File: config.mk
export PLATFORM = sky130hd
export DESIGN_NAME = display_scan_controller_flat
export DESIGN_NICKNAME = d
export VERILOG_FILES = /design/src/rtl/display_pkg.sv /design/src/rtl/display_scan_controller_if.sv /design/src/rtl/tick_counter.sv /design/src/rtl/display_scan_controller.sv /design/src/flat_wrapper.sv
export SDC_FILE = /design/constraint.sdc
export NUM_CORES = 1
export LEC_CHECK = 0
export ABC_AREA = 1
export CAP_MARGIN = 0
export CORE_MARGIN = 2
export CORE_UTILIZATION = 59
export CTS_BUF_LIST = sky130_fd_sc_hd__clkbuf_16
export DETAILED_ROUTE_END_ITERATION = 8
export GPL_TIMING_DRIVEN = 0
export HOLD_SLACK_MARGIN = 0.02
export PLACE_DENSITY = 0.91
export SLEW_MARGIN = 5
export SYNTH_ARGS = -nofsm -noshare
export SYNTH_HDL_FRONTEND = slang
export SYNTH_SLANG_ARGS = --single-unit
File: constraint.sdc
create_clock -name clk -period 4.3 [get_ports clk]
set_input_delay 0.86 -clock clk [delete_from_list [all_inputs] [get_ports clk]]
set_output_delay 0.86 -clock clk [all_outputs]
set_load 0.005 [all_outputs]
File: src/rtl/display_pkg.sv
// rtl/display_pkg.sv - shared types, constants and helpers for the display scan controller
//
// Contents:
//   scan_state_t    : IDLE / BLANK / ON scan states
//   DEF_DIGIT_TICKS : default lit time per digit (clock cycles)
//   DEF_BLANK_TICKS : default dark time before each digit (clock cycles)
//   ANODES_OFF      : active-low anode pattern with every digit dark
//   digit_anodes()  : anode pattern for one selected digit under a mask
package display_pkg;

    typedef enum logic [1:0] {
        IDLE  = 2'd0,
        BLANK = 2'd1,
        ON    = 2'd2
    } scan_state_t;

    localparam int DEF_DIGIT_TICKS = 2000;
    localparam int DEF_BLANK_TICKS = 50;

    localparam logic [3:0] ANODES_OFF = 4'b1111;

    // Only the selected digit may go low, and only if its mask bit allows it,
    // so at most one anode is ever driven low.
    function automatic logic [3:0] digit_anodes(input logic [1:0] sel, input logic [3:0] mask);
        logic [3:0] a;
        a      = ANODES_OFF;
        a[sel] = ~mask[sel];
        return a;
    endfunction

endpackage

File: src/rtl/display_scan_controller_if.sv
// rtl/display_scan_controller_if.sv - control/status bundle between the scan controller and its user
//
// Signals:
//   enable     : 1 = scan running, 0 = dark and idle (user -> controller)
//   digitMask  : bit i allows digit i to light (user -> controller)
//   digitCount : digit select for the downstream 4:1 digit mux (controller -> user)
//   anodes     : active-low digit enables (controller -> user)
//   blanking   : 1 whenever anodes are all off (controller -> user)
//   frameStart : one-cycle pulse at the start of each 4-digit frame (controller -> user)
// Modports: master = user side, slave = controller side.
interface display_scan_controller_if;

    logic       enable;
    logic [3:0] digitMask;
    logic [1:0] digitCount;
    logic [3:0] anodes;
    logic       blanking;
    logic       frameStart;

    modport master (
        output enable,
        output digitMask,
        input  digitCount,
        input  anodes,
        input  blanking,
        input  frameStart
    );

    modport slave (
        input  enable,
        input  digitMask,
        output digitCount,
        output anodes,
        output blanking,
        output frameStart
    );

endinterface

File: src/rtl/tick_counter.sv
// rtl/tick_counter.sv - per-state cycle counter for the scan FSM
//
// Ports:
//   clk   : system clock
//   reset : asynchronous active-high reset
//   clear : restart counting from 0 on the next edge (asserted on every state change)
//   limit : number of cycles the current state lasts (1 or more)
//   done  : high during the last cycle of the current state
module tick_counter #(
    parameter int WIDTH = 3
) (
    input  logic             clk,
    input  logic             reset,
    input  logic             clear,
    input  logic [WIDTH-1:0] limit,
    output logic             done
);

    logic [WIDTH-1:0] count;

    assign done = (count == (limit - WIDTH'(1)));

    // Holding at done keeps the count from ever wrapping inside a state even
    // if the owner were to ignore done for a cycle.
    always_ff @(posedge clk or posedge reset) begin
        if (reset) begin
            count <= '0;
        end else if (clear) begin
            count <= '0;
        end else if (!done) begin
            count <= count + WIDTH'(1);
        end
    end

endmodule

File: src/rtl/display_scan_controller.sv
// rtl/display_scan_controller.sv - multiplexed 4-digit display scan FSM with blanking gaps
//
// Parameters:
//   DIGIT_TICKS : cycles each digit is lit (>= 1)
//   BLANK_TICKS : cycles all anodes are off before each digit (>= 1)
// Ports:
//   clk   : system clock
//   reset : asynchronous active-high reset
//   bus   : slave side of display_scan_controller_if (enable/digitMask in,
//           digitCount/anodes/blanking/frameStart out, all outputs registered)
module display_scan_controller
    import display_pkg::*;
#(
    parameter int DIGIT_TICKS = DEF_DIGIT_TICKS,
    parameter int BLANK_TICKS = DEF_BLANK_TICKS
) (
    input  logic                      clk,
    input  logic                      reset,
    display_scan_controller_if.slave  bus
);

    localparam int MAX_TICKS = (DIGIT_TICKS > BLANK_TICKS) ? DIGIT_TICKS : BLANK_TICKS;
    localparam int CW        = $clog2(MAX_TICKS + 1);

    scan_state_t state;
    logic [1:0]  digit_count;
    logic [3:0]  anodes;
    logic        blanking;
    logic        frame_start;

    logic          tick_done;
    logic          tick_clear;
    logic [CW-1:0] tick_limit;

    // The counter restarts whenever the state is about to change: leaving
    // BLANK/ON on done, dropping to IDLE on !enable, or sitting in IDLE.
    assign tick_clear = (state == IDLE) || !bus.enable || tick_done;
    assign tick_limit = (state == BLANK) ? CW'(BLANK_TICKS) : CW'(DIGIT_TICKS);

    tick_counter #(
        .WIDTH (CW)
    ) u_tick_counter (
        .clk   (clk),
        .reset (reset),
        .clear (tick_clear),
        .limit (tick_limit),
        .done  (tick_done)
    );

    always_ff @(posedge clk or posedge reset) begin
        if (reset) begin
            state       <= IDLE;
            digit_count <= 2'd0;
            anodes      <= ANODES_OFF;
            blanking    <= 1'b1;
            frame_start <= 1'b0;
        end else begin
            frame_start <= 1'b0;
            if (!bus.enable) begin
                state       <= IDLE;
                digit_count <= 2'd0;
                anodes      <= ANODES_OFF;
                blanking    <= 1'b1;
            end else begin
                case (state)
                    IDLE: begin
                        state       <= BLANK;
                        digit_count <= 2'd0;
                        anodes      <= ANODES_OFF;
                        blanking    <= 1'b1;
                        frame_start <= 1'b1;
                    end
                    BLANK: begin
                        if (tick_done) begin
                            state    <= ON;
                            anodes   <= digit_anodes(digit_count, bus.digitMask);
                            blanking <= ~bus.digitMask[digit_count];
                        end
                    end
                    ON: begin
                        if (tick_done) begin
                            state       <= BLANK;
                            digit_count <= digit_count + 2'd1;
                            anodes      <= ANODES_OFF;
                            blanking    <= 1'b1;
                            // Wrapping from digit 3 back to 0 opens a new frame.
                            frame_start <= (digit_count == 2'd3);
                        end else begin
                            // Mask is re-sampled every lit cycle so edits show mid-digit.
                            anodes   <= digit_anodes(digit_count, bus.digitMask);
                            blanking <= ~bus.digitMask[digit_count];
                        end
                    end
                    default: begin
                        state       <= IDLE;
                        digit_count <= 2'd0;
                        anodes      <= ANODES_OFF;
                        blanking    <= 1'b1;
                    end
                endcase
            end
        end
    end

    assign bus.digitCount = digit_count;
    assign bus.anodes     = anodes;
    assign bus.blanking   = blanking;
    assign bus.frameStart = frame_start;

endmodule

File: src/flat_wrapper.sv
// flat-port wrapper written by rule: the top's interface ports become plain ports
module display_scan_controller_flat import display_pkg::*;
#(
    parameter int DIGIT_TICKS = DEF_DIGIT_TICKS,
    parameter int BLANK_TICKS = DEF_BLANK_TICKS
)
  (clk, reset, bus_enable, bus_digitMask, bus_digitCount, bus_anodes, bus_blanking, bus_frameStart);
  display_scan_controller_if bus_i ();
  input  logic clk;
  input  logic reset;
  input wire logic [$bits(bus_i.enable)-1:0] bus_enable;
  input wire logic [$bits(bus_i.digitMask)-1:0] bus_digitMask;
  output wire logic [$bits(bus_i.digitCount)-1:0] bus_digitCount;
  output wire logic [$bits(bus_i.anodes)-1:0] bus_anodes;
  output wire logic [$bits(bus_i.blanking)-1:0] bus_blanking;
  output wire logic [$bits(bus_i.frameStart)-1:0] bus_frameStart;
  assign bus_i.enable = bus_enable;
  assign bus_i.digitMask = bus_digitMask;
  assign bus_digitCount = bus_i.digitCount;
  assign bus_anodes = bus_i.anodes;
  assign bus_blanking = bus_i.blanking;
  assign bus_frameStart = bus_i.frameStart;
  display_scan_controller #(.DIGIT_TICKS(DIGIT_TICKS), .BLANK_TICKS(BLANK_TICKS)) u_core (.clk(clk), .reset(reset), .bus(bus_i));
endmodule
==> results of run 1 <==
[state kept, by name, summed over array words and instances, names as in the netlist]
signal / cells
u_core.bus.digitCount: 2
u_core.bus.anodes: 4
u_core.u_tick_counter.count: 11
u_core.state: 2
u_core.bus.blanking: 1
u_core.bus.frameStart: 1
[per-stage QoR]
stage / setup WS (ns) / utilization (%) / power, mW / hold WS, ns / cell area [sq um]
6_report: 2.16 / 74.0 / 0.752 / 0.470 / 1620
5_1_grt: 2.10 / 74.0 / 0.809 / 0.487 / 1620
4_1_cts: 2.15 / 74.0 / 0.754 / 0.469 / 1620
3_5_place_dp: 2.18 / 70.4 / 0.560 / 0.459 / 1540
3_3_place_gp: 2.25 / 70.4 / 0.543 / 0.457 / 1540
2_1_floorplan: 2.72 / - / 0.461 / 0.456 / 1370
[how the worst max path moves through the flow]
stage                             start                              to  slack, ns  cells past startpoint
5_1_grt        u_core.bus.digitCount[0]               bus_digitCount[0]       2.10                      1
6_report            u_core.bus.blanking                    bus_blanking       2.16                      1
2_1_floorplan           u_core.state[1]  u_core.u_tick_counter.count[7]       2.72                     10
3_5_place_dp           bus_digitMask[2]            u_core.bus.anodes[0]       2.18                     10
4_1_cts            u_core.bus.anodes[3]                   bus_anodes[3]       2.15                      1
3_3_place_gp                 bus_enable            u_core.bus.anodes[0]       2.25                      7
[area by class of cell]
class                           instances  area [sq um]  share of cell area (%)
Clock buffer                            3          75.1                    4.63
Timing Repair Buffer                   14           140                    8.65
Tap cell                               28          35.0                    2.16
Sequential cell                        21           532                    32.8
Inverter                               25          93.8                    5.79
Multi-Input combinational cell        140           708                    43.7
Buffer                                  5          32.5                    2.01
Clock inverter                          1          3.75                   0.232
[per-layer routing]
metal  vias up  global-route usage [%]
li1        620                       -
met3         6                    6.61
met2        35                    48.3
met5         -                       0
met1       576                    28.9
met4         0                    6.14
[layout by cell type (no fill, tap or decap)]
cell and n:
a21boi_1 1, a21oi_1 8, buf_2 1, buf_4 1, buf_6 1, clkbuf_1 1, clkbuf_16 3, clkbuf_2 1
clkdlybuf4s50_1 14, dfrtp_1 16, dfstp_2 5, ha_1 9, inv_1 26, nand2_1 66, nand2_2 2, nand2_4 1
nand3_1 13, nand3_4 1, nand4_1 2, nor2_1 20, nor2_2 2, nor3_1 3, nor3_2 1, o21ai_0 2
o21ai_1 4, or2_1 2, xnor2_1 1, xor2_1 2
[power by group]
part	switching [mW]	internal, mW
Sequential	0.0318	0.245
Clock	0.0712	0.124
Combinational	0.162	0.119
[logic make-up after synthesis]
| logic type | Yosys count | synth area share (%) |
|---|---|---|
| AND/OR/NAND/NOR | 113 | 36.0 |
| buffers and inverters | 30 | 9.25 |
| flip-flops | 21 | 38.9 |
| AO/OA/AOI/OAI | 15 | 5.68 |
| adder cells (fa/ha/maj) | 9 | 8.24 |
| XOR/XNOR | 3 | 1.92 |
==> impl_results.md, run 1 <==
* Outcome: finished clean
* Worst Hold End: u_core.bus.anodes[1]
* Max-slew violation count at 0
* Clk slew on worst S/H paths at 0.06 ns
* DR vias at 1237
* Top post-synthesis cells by area: dfrtp_1 29%, nand2_1 18%, dfstp_2 9.6%
* Asr flop ratio synth at 100%
* Clock Latency Late Sink at 0.25 ns
* GPL Wtd Cong at 0.798
* Nets@finish at 226
* Worst-path cell chain: clkdlybuf4s50_1
* Setup tns final at 0 ns
* R2R depth at 11
* Worst rel slew slack at 46.3%
* Highest ir drop seen on vdd at 403 uV
* FF-to-FF Start: u_core.state[1]
* Syn Inst Count at 191
* Min-Delay Path Depth at 2
* Io pins at 15
* Initial Util at 62.4%
* Clock tree buffer depth at 2
* Final-layout fill cell count at 166
* Die height at 52.1 um
* DR vias/cell at 5.22
* Layout cell share with drive strength beyond 1 at 9.09%
* Clk Tree Root Cell: clkbuf_16
* Die area at 0.00272 sq mm
* Post-synth top area share at 29.3%
* CP Class: reg -> out
* Post-synth cell types at 26
* Register area share after synthesis at 38.9%
* Top-count cell post-synth: nand2_1
* Antenna Cells at 0
* H-Tree Depth at 1
* Area Overhead vs Synth at 18.6%
* Hold_sp: u_core.bus.anodes[1]
* Most frequent cells after synthesis: 66 x nand2_1, 25 x inv_1, 20 x nor2_1, 16 x dfrtp_1, 13 x nand3_1
* HP Class: reg -> reg
* Core Box Area at 0.00219 sq mm
* Routed Antenna Nets at 0
* # rows at 17
* Routed wl met3 at 123 um
* DR WL met2 at 1590 um
* Max Clock Freq at 0.466 GHz
* CTS sink count at 21
* Global-route wire length before repair at 5160 um
* Syn Nets at 207
* Worst reg2reg path endpoint: u_core.u_tick_counter.count[8]
* Yosys top cell by area: dfrtp_1
* Slew @ Worst Pin at 0.805 ns
* Top Family by Delay on Critical Path: flip-flops
* Fin crit period at 2.14 ns
* Worst setup SP type: register
* Static Leak at 0.793 nW
* EDFF count, synth at 0
* Hold bufs inserted after CTS at 0
* Final worst-path cycle share at 49.9%
* Setup violators final at 0
* Die Width at 52.1 um
* Crit-path max FO at 2
* Drt total wl at 2930 um
* Worst Path Required at 3.44 ns
* WL per Instance at 12.4 um
* Top Layer Used: met4
* Resize count post-CTS at 0
* DRC at 0
* Non-Filler Instances at 237
* Dpl hpwl at 2150 um
* Cell area after synthesis at 0.00137 sq mm
* Post-Place Cells at 233
* Primary FF master, synth: dfrtp_1
* First-pass DRT Iterations at 5
* Largest net degree at the start of global routing at 22
* Yosys reg bits at 21
* Critical Path AT at 1.28 ns
* Power per cell area at 464 mW/mm^2
* Routed length on met1 at 1180 um
* Port-buffer cells at 14
* FF-to-FF setup slack at 2.48 ns
* Skew final at 0.00340 ns
* MaxCap Viol Count at 0
* Postcts setup bufs at 0
* CTS tree: yes
* CP max stage cell: dfstp_2
* CTS Buf Count at 3
* Slowest Stage Delay on Critical Path at 0.54 ns
* Number of global-route vias before repair at 1220
* Yosys warns at 0
* GRT Util Overall at 25.9%
* Initial antenna violation count at 0
* Total gr overflow at 0
* Setup crit end kind: primary output
* Syn Area/Cell at 7.15 sq um
* Hold Vio Cnt, Final at 0
* 1st-iter DRT viols at 36
* Buf+Inv Stages, Crit Path at 1
* RSZ-0062 raised after global routing: false
Note: power is estimated with default switching activity, not from simulation.
==> inputs of run 2 (changes only) <==
Settings changed: CORE_UTILIZATION 59 to 55, PLACE_DENSITY 0.91 to 0.86.
Clock period 4.3 ns to 2.03 ns, I/O delays scaled along.
==> run 2 against run 1 <==
Effect of this change: global-route usage fell by 4.0 points; via count decreased by 4.9%; flip-flop and latch count is the same; clock-buffer cell count unchanged; wire length decreased by 10%; largest power group unchanged; highest routed layer unchanged.
==> impl_results.md, run 2 (synthesis results as in run 1) <==
* First-pass DRT Iterations at 4
* Total gr overflow at 0
* Hold Vio Cnt, Final at 0
* Commonest cells after routing, fill and taps aside: 66 x nand2_1, 26 x inv_1, 20 x nor2_1, 16 x dfrtp_1, 14 x clkdlybuf4s50_1
* Max-slew violation count at 0
* Setup ws final at 0.228 ns
* Fin util at 67.5%
* Worst Path Required at 2.17 ns
* Worst rel slew slack at 45.5%
* DR vias at 1176
* Skew final at 0.00354 ns
* Post-DP Area at 0.00154 sq mm
* Core Box Area at 0.00241 sq mm
* Commonest non-fill, non-tap cell in the layout: nand2_1
* Fin crit period at 1.80 ns
* DR vias/cell at 4.92
* MaxCap Viol Count at 0
* Final worst-path cycle share at 88.7%
* DRC at 0
* CP Class: reg -> reg
* Antenna Cells at 0
* Max reg flops at 11
* Critical Path AT at 1.94 ns
* Global-route wire length before repair at 4500 um
* Initial antenna violation count at 0
* RSZ-0062 raised after global routing: false
* Highest ir drop seen on vdd at 722 uV
* Dpl hpwl at 1900 um
* HP Class: reg -> reg
* Biggest registers after layout: u_core.u_tick_counter.count x11, u_core.bus.anodes x4
* Largest net degree at the start of global routing at 22
* Die height at 53.8 um
* Setup violators final at 0
* Slew @ Worst Pin at 0.817 ns
* WHS at 0.466 ns
* GPL Wtd Cong at 0.789
* Worst setup SP type: register
* Tot Pwr at 1.59 mW
* Biggest register: u_core.u_tick_counter.count
* Port-buffer cells at 14
* Drt total wl at 2620 um
* Clock Latency Late Sink at 0.26 ns
* Die area at 0.00290 sq mm
* CTS Buf Count at 3
* H-Tree Depth at 1
* Initial Util at 56.7%
* Outcome: finished clean
* Die Width at 53.8 um
* Clk slew on worst S/H paths at 0.06 ns
* Setup crit end kind: register
* Setup tns final at 0 ns
* Design Area, Final at 0.00163 sq mm
* Routed Antenna Nets at 0
* 1st-iter DRT viols at 19
* Area Overhead vs Synth at 19.1%
* GRT Util Overall at 21.9%
* # rows at 18
* Layout cell share with drive strength beyond 1 at 9.57%
* Power per cell area at 978 mW/mm^2
* Post-Place Worst Slack at 0.197 ns
* FF-to-FF setup slack at 0.23 ns
* Max Clock Freq at 0.555 GHz
* Final-layout fill cell count at 189
* Number of global-route vias before repair at 1094
* WL per Instance at 11.0 um
* Static Leak at 0.795 nW
* Post-Place Cells at 235
* Nets@finish at 226
* Non-Filler Instances at 239
* Clock tree buffer depth at 2
* Io pins at 15
* Clk Tree Root Cell: clkbuf_16
* CTS sink count at 21
* Crit-path max FO at 10
* CTS tree: yes
* Hold bufs inserted after CTS at 0
==> run 2: cell counts in the layout (fill, tap and decap cells not counted) <==
No cell type changed its count.
==> run 2: what timing repair did <==
| action | CTS | global route |
|---|---|---|
| gates resized for setup | 0 | 1 |
| buffers inserted | 0 | 0 |
| setup endpoints to repair | 0 | 2 |
==> run 2: area by class of cell <==
cell class	count	area [sq um]	area share (%)
Tap cell	30	37.5	2.31
Inverter	25	93.8	5.76
Clock buffer	3	75.1	4.61
Multi-Input combinational cell	140	713	43.8
Timing Repair Buffer	14	140	8.61
Buffer	5	32.5	2.00
Clock inverter	1	3.75	0.231
Sequential cell	21	532	32.7
==> run 2: metal layers <==
layer	routed length (um)	vias up	part of all wire, %	global-route usage [%]
met5	0	-	0	0
met4	48	0	1.8	12.0
met3	103	5	3.9	3.61
met2	1280	26	49	37.2
met1	1190	518	46	26.0
li1	-	627	-	-
==> run 2: worst paths after layout <==
kind	endpoint	from	depth (start not counted)
setup / recovery	u_core.state[1]	u_core.state[1]	12
hold / removal	u_core.bus.anodes[1]	u_core.bus.anodes[1]	2
setup reg to reg	u_core.state[1]	u_core.state[1]	12
hold reg to reg	u_core.bus.anodes[1]	u_core.bus.anodes[1]	2
max in group asynchronous	u_core.u_tick_counter.count[0]	reset	2
min in group asynchronous	u_core.u_tick_counter.count[6]	reset	2
==> run 2: worst max-delay path, cell delays in order, from the launching register on <==
cell and delay, ns:
dfrtp_1 0.42, inv_1 0.10, ha_1 0.18, buf_4 0.18, nand2_1 0.07, nand2_1 0.06
nand2_1 0.06, nor2_2 0.14, nand3_4 0.16, nand2_4 0.14, nand2_2 0.08, nand2_1 0.06
o21ai_1 0.06
==> run 2: report_power, final <==
part	leakage, nW	internal, mW	total (mW)	switching (mW)
clock	0.0423	0.263	0.412	0.150
sequential	0.272	0.519	0.585	0.0669
combinational	0.480	0.255	0.595	0.339
total	0.795	1.04	1.59	0.556
==> inputs of run 3 (changes only) <==
Settings changed: CORE_UTILIZATION 55 to 62, DONT_BUFFER_PORTS set to 1, GPL_TIMING_DRIVEN 0 to not set.
==> run 3 against run 2 <==
Effect of this change: clock power barely moved; register-to-register slack improved by 0.06 ns; setup slack better by 0.065 ns; flip-flop and latch count unchanged; maximum frequency is 3.7% higher; via count shrank 0.77%; cell count down 8.8%; largest power group is now sequential cells; clock-buffer cell count unchanged.
==> impl_results.md, run 3 (synthesis results as in run 1) <==
* Slew @ Worst Pin at 0.779 ns
* MaxCap Viol Count at 0
* GRT Util Overall at 24.9%
* Max-slew violation count at 0
* R2R depth at 11
* Max Clock Freq at 0.576 GHz
* Final worst-path cycle share at 85.5%
* Skew final at 0.00182 ns
* Top Family by Delay on Critical Path: simple AND/OR/NAND/NOR gates
* CTS Buf Count at 3
* Final-layout fill cell count at 161
* Worst-path cell chain: inv_1 -> ha_1 -> inv_1 -> nor2_1 -> nand2_1 -> nand2_1 -> nand3_4 -> nand2_4 -> nand2_2 -> nand2_1 -> o21ai_1
* Nets@finish at 208
* Outcome: finished clean
* Setup tns final at 0 ns
* Non-Filler Instances at 218
* Initial Util at 67.6%
* CTS tree: yes
* Drt total wl at 2700 um
* Core Box Area at 0.00202 sq mm
* Clock Latency Late Sink at 0.25 ns
* Critical Path AT at 1.87 ns
* Static Leak at 0.722 nW
* Hold bufs inserted after CTS at 0
* GPL Wtd Cong at 0.875
* Port-buffer cells at 0
* Worst rel slew slack at 48.0%
* CP startpoint: u_core.state[1]
* Setup ws final at 0.293 ns
* HP Class: in -> async
* Number of global-route vias before repair at 1125
* Fin crit period at 1.74 ns
* GRT met2 Usage at 44.2%
* Power per cell area at 1020 mW/mm^2
* First-pass DRT Iterations at 4
* Biggest registers after layout: u_core.u_tick_counter.count x11, u_core.bus.anodes x4
* Commonest cells after routing, fill and taps aside: 66 x nand2_1, 26 x inv_1, 20 x nor2_1, 16 x dfrtp_1, 12 x nand3_1
* Die Width at 50.9 um
* # rows at 16
* Slowest Stage Delay on Critical Path at 0.40 ns
* RSZ-0062 raised after global routing: false
* 1st-iter DRT viols at 38
* Max reg flops at 11
* Busiest grt layer: met2
* Grt met1 use at 29.1%
* Global-route wire length before repair at 4790 um
* WL per Instance at 12.4 um
* Post-Place Worst Slack at 0.205 ns
* FF-to-FF setup slack at 0.29 ns
* Initial antenna violation count at 0
* Highest ir drop seen on vdd at 727 uV
* CP max stage cell: dfrtp_1
* Clock tree buffer depth at 2
* Total gr overflow at 0
* Commonest non-fill, non-tap cell in the layout: nand2_1
* Setup crit end kind: register
* CP Depth at 11
* CP Class: reg -> reg
* Io pins at 15
* DR vias/cell at 5.35
* Routed Antenna Nets at 0
* Cell mode on critical path: nand2_1
* Post-Place Cells at 214
* Area Overhead vs Synth at 6.78%
* Antenna Cells at 0
* Biggest register: u_core.u_tick_counter.count
* Clk Tree Root Cell: clkbuf_16
* Largest net degree at the start of global routing at 22
* CTS sink count at 21
* Worst Path Required at 2.17 ns
* Hold Vio Cnt, Final at 0
* Setup violators final at 0
* Clk slew on worst S/H paths at 0.06 ns
* Worst setup SP type: register
* DR vias at 1167
* Layout cell share with drive strength beyond 1 at 8.90%
* Buf+Inv Stages, Crit Path at 2
* DRC at 0
* Die height at 50.9 um
* Die area at 0.00260 sq mm
* H-Tree Depth at 1
* Dpl hpwl at 2060 um
* FF-to-FF Start: u_core.state[1]
* Crit-path max FO at 9
* Grt met3 use at 6.14%
==> run 3: cell types whose count changed in the layout (fill, tap and decap cells not counted) <==
cell             before  now
clkdlybuf4s50_1      14    0
buf_2                 1    0
buf_6                 1    0
clkbuf_1              1    0
clkbuf_2              1    0
==> run 3: layout make-up <==
type                            instances  area [sq um]  area share [%]
Clock buffer                            3          75.1            5.15
Clock inverter                          1          3.75           0.257
Sequential cell                        21           532            36.4
Multi-Input combinational cell        140           713            48.9
Timing Repair Buffer                    1          7.51           0.515
Tap cell                               27          33.8            2.32
Inverter                               25          93.8            6.43
==> run 3: per-stage QoR <==
stage | area [sq um] | util [%] | power [mW] | hold slack, ns
2_1_floorplan | 1370 | - | 0.977 | 0.379
3_3_place_gp | 1380 | 68.0 | 1.04 | 0.466
3_5_place_dp | 1380 | 68.0 | 1.07 | 0.478
4_1_cts | 1450 | 71.9 | 1.48 | 0.217
5_1_grt | 1460 | 72.2 | 1.61 | 0.261
6_report | 1460 | 72.2 | 1.49 | 0.184
==> run 3: metal layers <==
metal | vias up | wire length [um] | share of wire [%]
li1 | 589 | - | -
met1 | 551 | 1190 | 44
met2 | 23 | 1410 | 52
met3 | 4 | 70 | 2.6
met4 | 0 | 31 | 1.2
met5 | - | 0 | 0
==> run 3: where the power goes <==
part | switching [mW] | internal [mW]
logic | 0.316 | 0.161
clock network | 0.149 | 0.262
registers | 0.0779 | 0.520
==> run 3: path summary, 6_finish.rpt <==
check                                                       to
worst min register to register            u_core.bus.anodes[2]
worst max-delay path                           u_core.state[1]
worst max register to register                 u_core.state[1]
min in group clk                               u_core.state[0]
max in group asynchronous       u_core.u_tick_counter.count[8]
worst min-delay path            u_core.u_tick_counter.count[0]
==> run 3: timing repair <==
action                                  CTS  global route
endpoints found under the hold margin     0             0
setup buffers                             0             0
endpoints found under the setup margin    0            11
resized for setup                         0             1
